## config.mk

```make
export PLATFORM = sky130hd
export DESIGN_NAME = typer_pipe
export DESIGN_NICKNAME = d
export VERILOG_FILES = /design/src/rtl/typer_pkg.sv /design/src/rtl/typer_alu.sv /design/src/rtl/typer_pipe.sv
export SDC_FILE = /design/constraint.sdc
export NUM_CORES = 2
export LEC_CHECK = 0
export BUFFER_PORTS_ARGS = -buffer_cell sky130_fd_sc_hd__buf_2
export CAP_MARGIN = 20
export CORE_MARGIN = 2
export CORE_UTILIZATION = 55
export DETAILED_ROUTE_END_ITERATION = 8
export HOLD_SLACK_MARGIN = 0.15
export PLACE_DENSITY = 0.71
export SKIP_CTS_REPAIR_TIMING = 1
export SLEW_MARGIN = 20
export SYNTH_ARGS = -nofsm -noshare
export SYNTH_HDL_FRONTEND = slang
export SYNTH_SLANG_ARGS = --single-unit
```

## constraint.sdc

```tcl
create_clock -name clk -period 6.67 [get_ports clk]
set_input_delay 1.0005 -clock clk [delete_from_list [all_inputs] [get_ports clk]]
set_output_delay 1.0005 -clock clk [all_outputs]
set_load 0.1 [all_outputs]
```

## src/rtl/typer_pkg.sv

```systemverilog
// Shared decode constants, ALU operation encoding and the R-type decoder.
package typer_pkg;

    localparam logic [5:0] OPC_RTYPE = 6'b000000;

    localparam logic [5:0] FN_ADD  = 6'b100000;
    localparam logic [5:0] FN_ADDU = 6'b100001;
    localparam logic [5:0] FN_SUB  = 6'b100010;
    localparam logic [5:0] FN_SUBU = 6'b100011;
    localparam logic [5:0] FN_AND  = 6'b100100;
    localparam logic [5:0] FN_OR   = 6'b100101;
    localparam logic [5:0] FN_XOR  = 6'b100110;
    localparam logic [5:0] FN_NOR  = 6'b100111;
    localparam logic [5:0] FN_SLT  = 6'b101010;
    localparam logic [5:0] FN_SLTU = 6'b101011;
    localparam logic [5:0] FN_SLL  = 6'b000000;
    localparam logic [5:0] FN_SRL  = 6'b000010;
    localparam logic [5:0] FN_SRA  = 6'b000011;

    typedef enum logic [3:0] {
        OP_ADD  = 4'd0,
        OP_SUB  = 4'd1,
        OP_AND  = 4'd2,
        OP_OR   = 4'd3,
        OP_XOR  = 4'd4,
        OP_NOR  = 4'd5,
        OP_SLT  = 4'd6,
        OP_SLTU = 4'd7,
        OP_SLL  = 4'd8,
        OP_SRL  = 4'd9,
        OP_SRA  = 4'd10
    } alu_op_e;

    typedef struct packed {
        logic    legal;
        alu_op_e op;
    } dec_t;

    // ADD/SUB share the wrapping datapath of ADDU/SUBU: no overflow trap exists.
    function automatic dec_t decode(input logic [5:0] opcode, input logic [5:0] funct);
        dec_t d;
        d.legal = 1'b0;
        d.op    = OP_ADD;
        if (opcode == OPC_RTYPE) begin
            d.legal = 1'b1;
            case (funct)
                FN_ADD, FN_ADDU: d.op = OP_ADD;
                FN_SUB, FN_SUBU: d.op = OP_SUB;
                FN_AND:          d.op = OP_AND;
                FN_OR:           d.op = OP_OR;
                FN_XOR:          d.op = OP_XOR;
                FN_NOR:          d.op = OP_NOR;
                FN_SLT:          d.op = OP_SLT;
                FN_SLTU:         d.op = OP_SLTU;
                FN_SLL:          d.op = OP_SLL;
                FN_SRL:          d.op = OP_SRL;
                FN_SRA:          d.op = OP_SRA;
                default:         d.legal = 1'b0;
            endcase
        end else begin
            d.legal = 1'b0;
        end
        return d;
    endfunction

endpackage

```

## src/rtl/typer_alu.sv

```systemverilog
// Combinational R-type ALU: wrapping arithmetic, logic ops, compares and shifts.
module typer_alu
    import typer_pkg::*;
#(
    parameter int DATA_W = 32
) (
    input  alu_op_e           op,
    input  logic [DATA_W-1:0] a,
    input  logic [DATA_W-1:0] b,
    input  logic [4:0]        shamt,
    output logic [DATA_W-1:0] y
);

    // Result select; shifts use rt (b) as the source operand.
    always_comb begin
        y = {DATA_W{1'b0}};
        case (op)
            OP_ADD:  y = a + b;
            OP_SUB:  y = a - b;
            OP_AND:  y = a & b;
            OP_OR:   y = a | b;
            OP_XOR:  y = a ^ b;
            OP_NOR:  y = ~(a | b);
            OP_SLT:  y = {{(DATA_W-1){1'b0}}, ($signed(a) < $signed(b))};
            OP_SLTU: y = {{(DATA_W-1){1'b0}}, (a < b)};
            OP_SLL:  y = b << shamt;
            OP_SRL:  y = b >> shamt;
            OP_SRA:  y = $signed(b) >>> shamt;
            default: y = {DATA_W{1'b0}};
        endcase
    end

endmodule

```

## src/rtl/typer_pipe.sv

```systemverilog
// Three-stage (ID -> EX -> WB) R-type core with inline regfile and full bypassing.
// A result is visible to a consumer from three places while in flight: the
// EX/WB register, the WB output register, and finally the regfile.
module typer_pipe
    import typer_pkg::*;
#(
    parameter int DATA_W    = 32,
    parameter int NREG      = 32,
    parameter int CNT_W     = 16,
    parameter int INIT_MODE = 1
) (
    input  logic              clk,
    input  logic              reset,
    input  logic              freeze,
    input  logic              instr_valid,
    output logic              instr_ready,
    input  logic [31:0]       instr,
    output logic              wb_valid,
    output logic [4:0]        wb_addr,
    output logic [DATA_W-1:0] wb_data,
    output logic              illegal,
    output logic [CNT_W-1:0]  retired,
    input  logic [4:0]        dbg_addr,
    output logic [DATA_W-1:0] dbg_data
);

    localparam int IW = (NREG > 1) ? $clog2(NREG) : 1;

    // 5-bit register fields wrap modulo NREG.
    function automatic logic [IW-1:0] to_idx(input logic [4:0] a);
        return IW'({27'd0, a} % NREG);
    endfunction

    logic [DATA_W-1:0] rf_q [NREG];

    logic              idex_valid_q;
    alu_op_e           idex_op_q;
    logic [IW-1:0]     idex_rs_q, idex_rt_q;
    logic [4:0]        idex_rd_q, idex_shamt_q;
    logic [DATA_W-1:0] idex_a_q, idex_b_q;

    logic              exwb_valid_q;
    logic [4:0]        exwb_rd_q;
    logic [DATA_W-1:0] exwb_data_q;

    logic              wb_valid_q;
    logic [4:0]        wb_addr_q;
    logic [DATA_W-1:0] wb_data_q;
    logic              illegal_q;
    logic [CNT_W-1:0]  retired_q;

    logic              accept_s;
    dec_t              dec_s;
    logic [IW-1:0]     rs_idx_s, rt_idx_s, exwb_idx_s, wb_idx_s, dbg_idx_s;
    logic              exwb_fwd_s, wb_fwd_s;
    logic [DATA_W-1:0] id_a_s, id_b_s, ex_a_s, ex_b_s, alu_y_s;

    assign instr_ready = reset & ~freeze;
    assign accept_s    = instr_valid & instr_ready;
    assign dec_s       = decode(instr[31:26], instr[5:0]);
    assign rs_idx_s    = to_idx(instr[25:21]);
    assign rt_idx_s    = to_idx(instr[20:16]);
    assign exwb_idx_s  = to_idx(exwb_rd_q);
    assign wb_idx_s    = to_idx(wb_addr_q);
    assign dbg_idx_s   = to_idx(dbg_addr);
    // Writes to register 0 never feed a consumer.
    assign exwb_fwd_s  = exwb_valid_q & (exwb_idx_s != '0);
    assign wb_fwd_s    = wb_valid_q & (wb_idx_s != '0);

    // ID operand read: the youngest in-flight producer wins over the regfile.
    always_comb begin
        id_a_s = {DATA_W{1'b0}};
        id_b_s = {DATA_W{1'b0}};
        if (rs_idx_s == '0)                            id_a_s = {DATA_W{1'b0}};
        else if (exwb_fwd_s && exwb_idx_s == rs_idx_s) id_a_s = exwb_data_q;
        else if (wb_fwd_s && wb_idx_s == rs_idx_s)     id_a_s = wb_data_q;
        else                                           id_a_s = rf_q[rs_idx_s];
        if (rt_idx_s == '0)                            id_b_s = {DATA_W{1'b0}};
        else if (exwb_fwd_s && exwb_idx_s == rt_idx_s) id_b_s = exwb_data_q;
        else if (wb_fwd_s && wb_idx_s == rt_idx_s)     id_b_s = wb_data_q;
        else                                           id_b_s = rf_q[rt_idx_s];
    end

    // EX forwarding: the immediately preceding result overrides the latched read.
    always_comb begin
        ex_a_s = idex_a_q;
        ex_b_s = idex_b_q;
        if (exwb_fwd_s && exwb_idx_s == idex_rs_q) ex_a_s = exwb_data_q;
        else                                       ex_a_s = idex_a_q;
        if (exwb_fwd_s && exwb_idx_s == idex_rt_q) ex_b_s = exwb_data_q;
        else                                       ex_b_s = idex_b_q;
    end

    typer_alu #(.DATA_W(DATA_W)) u_alu (
        .op    (idex_op_q),
        .a     (ex_a_s),
        .b     (ex_b_s),
        .shamt (idex_shamt_q),
        .y     (alu_y_s)
    );

    // Pipeline advance: every stage register and the retire count hold under freeze.
    always_ff @(posedge clk or negedge reset) begin
        if (!reset) begin
            idex_valid_q <= 1'b0;
            idex_op_q    <= OP_ADD;
            idex_rs_q    <= '0;
            idex_rt_q    <= '0;
            idex_rd_q    <= 5'd0;
            idex_shamt_q <= 5'd0;
            idex_a_q     <= {DATA_W{1'b0}};
            idex_b_q     <= {DATA_W{1'b0}};
            exwb_valid_q <= 1'b0;
            exwb_rd_q    <= 5'd0;
            exwb_data_q  <= {DATA_W{1'b0}};
            wb_valid_q   <= 1'b0;
            wb_addr_q    <= 5'd0;
            wb_data_q    <= {DATA_W{1'b0}};
            retired_q    <= {CNT_W{1'b0}};
        end else if (!freeze) begin
            idex_valid_q <= accept_s & dec_s.legal;
            if (accept_s) begin
                idex_op_q    <= dec_s.op;
                idex_rs_q    <= rs_idx_s;
                idex_rt_q    <= rt_idx_s;
                idex_rd_q    <= instr[15:11];
                idex_shamt_q <= instr[10:6];
                idex_a_q     <= id_a_s;
                idex_b_q     <= id_b_s;
            end
            exwb_valid_q <= idex_valid_q;
            if (idex_valid_q) begin
                exwb_rd_q   <= idex_rd_q;
                exwb_data_q <= alu_y_s;
            end
            wb_valid_q <= exwb_valid_q;
            if (exwb_valid_q) begin
                wb_addr_q <= exwb_rd_q;
                wb_data_q <= exwb_data_q;
                retired_q <= retired_q + {{(CNT_W-1){1'b0}}, 1'b1};
            end
        end
    end

    // Illegal pulse: one cycle per rejected accept, never stretched by freeze.
    always_ff @(posedge clk or negedge reset) begin
        if (!reset) illegal_q <= 1'b0;
        else        illegal_q <= accept_s & ~dec_s.legal;
    end

    // Regfile commit at the edge that closes the wb_valid cycle; register 0 stays zero.
    always_ff @(posedge clk or negedge reset) begin
        if (!reset) begin
            for (int k = 0; k < NREG; k++)
                rf_q[k] <= (INIT_MODE == 1) ? DATA_W'(k) : {DATA_W{1'b0}};
        end else if (!freeze && wb_fwd_s) begin
            rf_q[wb_idx_s] <= wb_data_q;
        end
    end

    // Debug read sees the value being written this cycle.
    always_comb begin
        dbg_data = {DATA_W{1'b0}};
        if (dbg_idx_s == '0)                         dbg_data = {DATA_W{1'b0}};
        else if (wb_fwd_s && wb_idx_s == dbg_idx_s)  dbg_data = wb_data_q;
        else                                         dbg_data = rf_q[dbg_idx_s];
    end

    assign wb_valid = wb_valid_q;
    assign wb_addr  = wb_addr_q;
    assign wb_data  = wb_data_q;
    assign illegal  = illegal_q;
    assign retired  = retired_q;

endmodule

```

Word-level counts from Yosys, hierarchy flattened
Cells that the tools add are included.
{ "word_totals": {"reg_bits": 1206, "output_inout_bits": 88, "elab_cells": 156, "input_bits": 41} }
{ "classes": {"n_shift": 3, "n_addsub": 3, "n_mux": 27, "eq_ne": 29, "reduce_logical": 23, "bitwise": 16, "magnitude_cmp": 7} }
{ "ops": {"columns": ["cell", "n"], "rows": [
  ["1024-bit bitwise mux", 1],
  ["32-bit two-way mux", 17],
  ["32-bit binary-select mux with 5-bit select", 3],
  ["32-bit case mux with 11 select lines", 1],
  ["32-bit demux with 5-bit select", 1],
  ["32-bit < comparator", 2],
  ["6-bit equality test, second input constant", 10],
  ["4-bit case mux with 10 select lines", 1],
  ["5-bit equality test", 7],
  ["32-bit adder", 1],
  ["32-bit bitwise AND", 1],
  ["32-bit NOT", 1],
  ["32-bit bitwise OR", 1],
  ["32-bit by 5-bit left shift with 32-bit output", 1],
  ["32-bit by 5-bit >> shifter with 32-bit output", 1],
  ["32-bit by 5-bit >>> shifter with 32-bit output", 1],
  ["32-bit subtractor", 1],
  ["32-bit bitwise XOR", 1],
  ["6-bit greater-or-equal comparator, second input constant", 4],
  ["5-bit NOT with 6-bit output", 4],
  ["16-bit by 1-bit adder with 16-bit output, second input constant", 1],
  ["4-bit by 3-bit equality test with 1-bit output, second input constant", 4],
  ["5-bit logical NOT", 3],
  ["13-bit OR reduction", 1],
  ["16 further kinds", 39]
]} }

Logic depth before layout (Yosys ltp)
{ "depth": {"ltp_word": 7, "ltp_mapped": 20, "mapped_depth_nobuf": 18} }

Modules after synthesis
Synthesis repeated with hierarchy kept, for this count alone.
{ "hier_totals": {"cells_unflattened": 6050, "area_unflattened_um2": 80360.8} }
{ "by_module_without_submodules": {"columns": ["mod", "n_inst", "seq_area_each_um2", "cells_each", "area_each_um2"], "rows": [
  ["typer_pipe", 1, 30279.0, 4739, 71443.5],
  ["typer_alu", 1, 0.0, 1311, 8917.3]
]} }

Least setup slack after synthesis
OpenSTA, ideal clock, no wires.
{ "synth_timing": {"kind": "input-to-output", "start": "input dbg_addr[0]", "end": "output dbg_data[10]", "arrival_time_ns": 5.345, "path_slack_ns": 0.324, "stages": 9, "n_path_buf": 5, "required_time_ns": 5.669, "path_cell_list": "clkbuf_1 > buf_1 > buf_2 > clkbuf_1 > xnor2_1 > nand3_1 > clkbuf_1 > nor2_1 > a211oi_1"} }
{ "synth_between": {"elab_chain_len": 6, "word_cells_on_any_way": 9, "cone_classes": "eq/ne (1); mux (5); bitwise (1); reduce/logical (2)"} }
{ "synth_lines": {"columns": ["item", "line_no", "source"], "rows": [
  ["start: declaration", "typer_pipe.sv:23", "input logic [4:0] dbg_addr,"],
  ["5-bit NOT with 6-bit output (implied by the code)", "typer_pipe.sv:166", "else dbg_data = rf_q[dbg_idx_s];"],
  ["32-bit binary-select mux with 5-bit select", "typer_pipe.sv:166", null],
  ["32-bit two-way mux (implied by the code) (2 in series)", "typer_pipe.sv:166", null],
  ["32-bit two-way mux", "typer_pipe.sv:165", "else if (wb_fwd_s && wb_idx_s == dbg_idx_s) dbg_data = wb_data_q;"],
  ["32-bit two-way mux (*)", "typer_pipe.sv:164", "if (dbg_idx_s == '0) dbg_data = {DATA_W{1'b0}};"],
  ["end: declaration", "typer_pipe.sv:24", "output logic [DATA_W-1:0] dbg_data"]
]} }
Mark *: on every way between the ends. The rest lies on a longest branch, timed or not. The select of a mux whose other input is x is not followed.

Worst setup path after layout
{ "layout_timing": {"start": "register wb_addr_q[0], in the netlist wb_addr[0]", "end": "output dbg_data[13]"} }
{ "layout_between": {"elab_chain_len": 5, "word_cells_on_any_way": 6, "cone_classes": "eq/ne (1); mux (2); bitwise (1); reduce/logical (2)"} }
{ "layout_lines": {"columns": ["item", "line_no", "source"], "rows": [
  ["start: declaration", "typer_pipe.sv:47", "logic [4:0] wb_addr_q;"],
  ["start signal: assignment", "typer_pipe.sv:138", "wb_addr_q <= exwb_rd_q;"],
  ["5-bit nonzero test", "typer_pipe.sv:68", "assign wb_fwd_s = wb_valid_q & (wb_idx_s != '0);"],
  ["1-bit bitwise AND", "typer_pipe.sv:68", null],
  ["1-bit logical AND (*)", "typer_pipe.sv:165", null],
  ["32-bit two-way mux (*)", "typer_pipe.sv:165", null],
  ["32-bit two-way mux (*)", "typer_pipe.sv:164", null]
]} }
Mark *: on every way between the ends. The rest lies on a longest branch, timed or not.

==> flow_summary.json <==
{
  "nFillCells": 11700,
  "htreeDepth": 4,
  "min_path_type": "input pin to flip-flop",
  "max_freq_mhz": 167,
  "rows": 141,
  "ios": 129,
  "pwr-share-comb_pct": 16.6,
  "drv_cap": 0,
  "dieArea_mm2": 0.152,
  "setup_tns_ps": 0,
  "antenna_found_initial": 14,
  "switching_share_pct": 29.7,
  "ys_seq_area_share_pct": 37.1,
  "hold_violations": 0,
  "grt_usage_pct": 40.6,
  "hold_slack_ps": 374,
  "irDropWorstVdd_v": 0.000288,
  "synthTopCellsByArea": "dfrtp_1 (35%), mux4_2 (16%), mux2_2 (16%)",
  "worstSetupPathType": "flip-flop to primary output",
  "synthArstFlopShare_pct": 100,
  "firstDrtPassIters": 8,
  "gp_congestion": 1.02,
  "ys_ff_latch": 1206,
  "grt_max_degree": 174,
  "arrival_ps": 4990,
  "fin_skew_ps": 35.7,
  "vias_per_cell": 7.57,
  "root_buffer": "clkbuf_16",
  "drc": 0,
  "dr.first_iter.drc_count": 9019,
  "rsz0062_at_grt": "false",
  "period_share_pct": 89.9,
  "drtAntennaViolNets": 0,
  "io_buffers": 128,
  "synth_ff_type": "dfrtp_1",
  "netlist_instances": 7046,
  "final_core_util_pct": 60.6,
  "tightest_slew_ps": 1220,
  "synthToLayoutAreaGrowth_pct": 9.40,
  "drive_gt1_share_pct": 36.7,
  "avgSynthCellArea_um2": 11.6,
  "cts_tree": "done",
  "overflow": 0,
  "post-route-min-period_ps": 5990,
  "leakage_nw": 39.8,
  "clock_sinks": 1206,
  "wire_per_inst_um": 35.3,
  "worstPathRequired_ps": 5670,
  "nets": 6938,
  "vias": 67000,
  "synth_top_area_cell": "dfrtp_1",
  "intPower_mw": 13.3,
  "core-area_mm2": 0.147,
  "synth_area_mm2": 0.0816,
  "dpl.hpwl_um": 191000,
  "path_max_fanout": 35,
  "p_seq_share_pct": 39.7,
  "synth_top_cell_area_share_pct": 34.5,
  "slew_headroom_pct": 18.9,
  "synth-edff-count": 0,
  "path_clk_slew_ps": 60,
  "ys_types": 90,
  "die_h_um": 389,
  "grt_pass1_vias": 65100,
  "power.switching_mw": 5.60,
  "status": "finished, final reports clean",
  "die_w_um": 389,
  "endpoint_kind": "primary output",
  "wl_um": 312000,
  "p_clk_share_pct": 43.7,
  "setup_viol": 0,
  "synth_nets": 7186,
  "cts_buffers": 139,
  "initial_core_util_pct": 55.3,
  "grt_pass1_wl_um": 452000,
  "clk_path_buf_depth": 3,
  "clk_latency_ps": 820,
  "critPathLaunchType": "flip-flop",
  "yosysWarnings": 0,
  "power.density_mw_per_mm2": 211,
  "slew_viol_final": 0
}
-- metal layers --
metal	vias up	GRT usage (%)	routed length [um]
li1	26600	-	-
met1	34100	52.8	115000
met2	4934	59.7	137000
met3	1311	13.6	40600
met4	22	22.9	19900
met5	-	0.351	212
-- stage by stage --
stage	cell area (um^2)	instances	setup slack (ps)	total power, mW
2_1_floorplan	81600	7046	324	9.48
3_3_place_gp	84300	8583	1060	10.6
3_5_place_dp	84400	8585	946	10.6
4_1_cts	89300	8842	767	18.8
5_1_grt	89300	8844	605	19.3
6_report	89300	8850	676	18.9
-- sequential cells by signal, indices dropped and copies added (netlist names), 16 cells and up --
signal       count
exwb_data_q     32
idex_a_q        32
idex_b_q        32
retired         16
rf_q          1024
wb_data         32
-- Yosys cell counts (8+ instances only) --
library cell / n
xor2_1: 21
o221ai_1: 144
xnor2_1: 47
and3_1: 8
o211ai_1: 19
buf_1: 161
dfstp_2: 80
nand3_1: 46
mux2i_1: 540
a21oi_1: 530
o32ai_1: 8
a21o_1: 12
dfrtp_1: 1126
nor4_1: 14
nor3_1: 95
o31ai_1: 12
a222oi_1: 12
nor2b_1: 35
nand4_1: 16
a22oi_1: 13
a211oi_1: 138
ha_1: 97
nor2_1: 321
o21ai_0: 295
a221oi_1: 43
mux2i_2: 16
or2_2: 12
nand2_1: 401
inv_1: 100
o22ai_1: 139
and2_1: 10
a31oi_1: 26
mux2_2: 1181
mux4_2: 596
buf_2: 16
clkbuf_1: 542
a221o_1: 8
nand2b_1: 14
o21bai_1: 12
-- worst paths after layout --
| kind | start | endpoint | slack, ps | cells after the start |
|---|---|---|---|---|
| worst min register to register | rf_q[1003] | rf_q[1003] | 420 | 0 |
| min in group asynchronous | reset | rf_q[184] | 720 | 2 |
| worst max register to register | exwb_rd_q[3] | exwb_data_q[17] | 900 | 15 |
| max in group asynchronous | reset | rf_q[644] | 3790 | 4 |
| worst max-delay path | wb_addr[0] | dbg_data[13] | 680 | 9 |
| worst min-delay path | instr[14] | idex_rd_q[3] | 370 | 3 |
-- kinds of logic (layout without fill, tap and decap cells) --
logic type / after synthesis / after routing / share of synthesized area (%)
buf+inv: 833 / 701 / 4.00
simple gates: 1002 / 1002 / 5.32
flops: 1206 / 1206 / 37.1
xor+xnor: 68 / 68 / 0.730
compound gates: 1501 / 1501 / 11.6
other cells: 0 / 6 / 0
fa+ha+maj: 99 / 99 / 1.54
mux: 2337 / 2337 / 39.8
-- final cells by class --
cell class,count,area (um^2),area share (%)
well taps,1930,2410,2.70
multi-input cells,5007,48500,54.3
flip-flops and latches,1206,30300,33.9
clock buffers,190,3930,4.40
clock inverters,67,922,1.03
diodes,6,15.0,0.0168
repair buffers,343,2860,3.20
inverters,101,379,0.425
-- critical path, cell delays in order, from the launching register on --
cell	delay, ps
dfrtp_1	360
buf_4	220
or2_2	420
o21ai_0	530
nor4_1	200
nand3_4	500
buf_4	560
nor2_1	200
a211oi_1	600
buf_2	540
-- placed cells by master, fill, tap and decap left out, types with 112 or more instances in the layout --
master	synthesis	final
mux2_2	1181	1181
dfrtp_1	1126	1121
mux4_2	596	596
mux2i_1	540	540
a21oi_1	530	529
nand2_1	401	389
nor2_1	321	300
o21ai_0	295	295
buf_4	2	181
o221ai_1	144	144
clkbuf_16	0	142
o22ai_1	139	139
a211oi_1	138	138
buf_2	16	112
-- power by group through the flow --
stage | logic [mW] | registers (mW) | clock network (mW)
after floorplan | 1.93 | 7.55 | 0
after global placement | 3.03 | 7.61 | 0
after detailed placement | 3.02 | 7.61 | 0
after CTS | 3.04 | 7.48 | 8.27
after global routing | 3.27 | 7.48 | 8.58
final | 3.14 | 7.48 | 8.25
No activity file was read; power rests on OpenSTA's default activity.
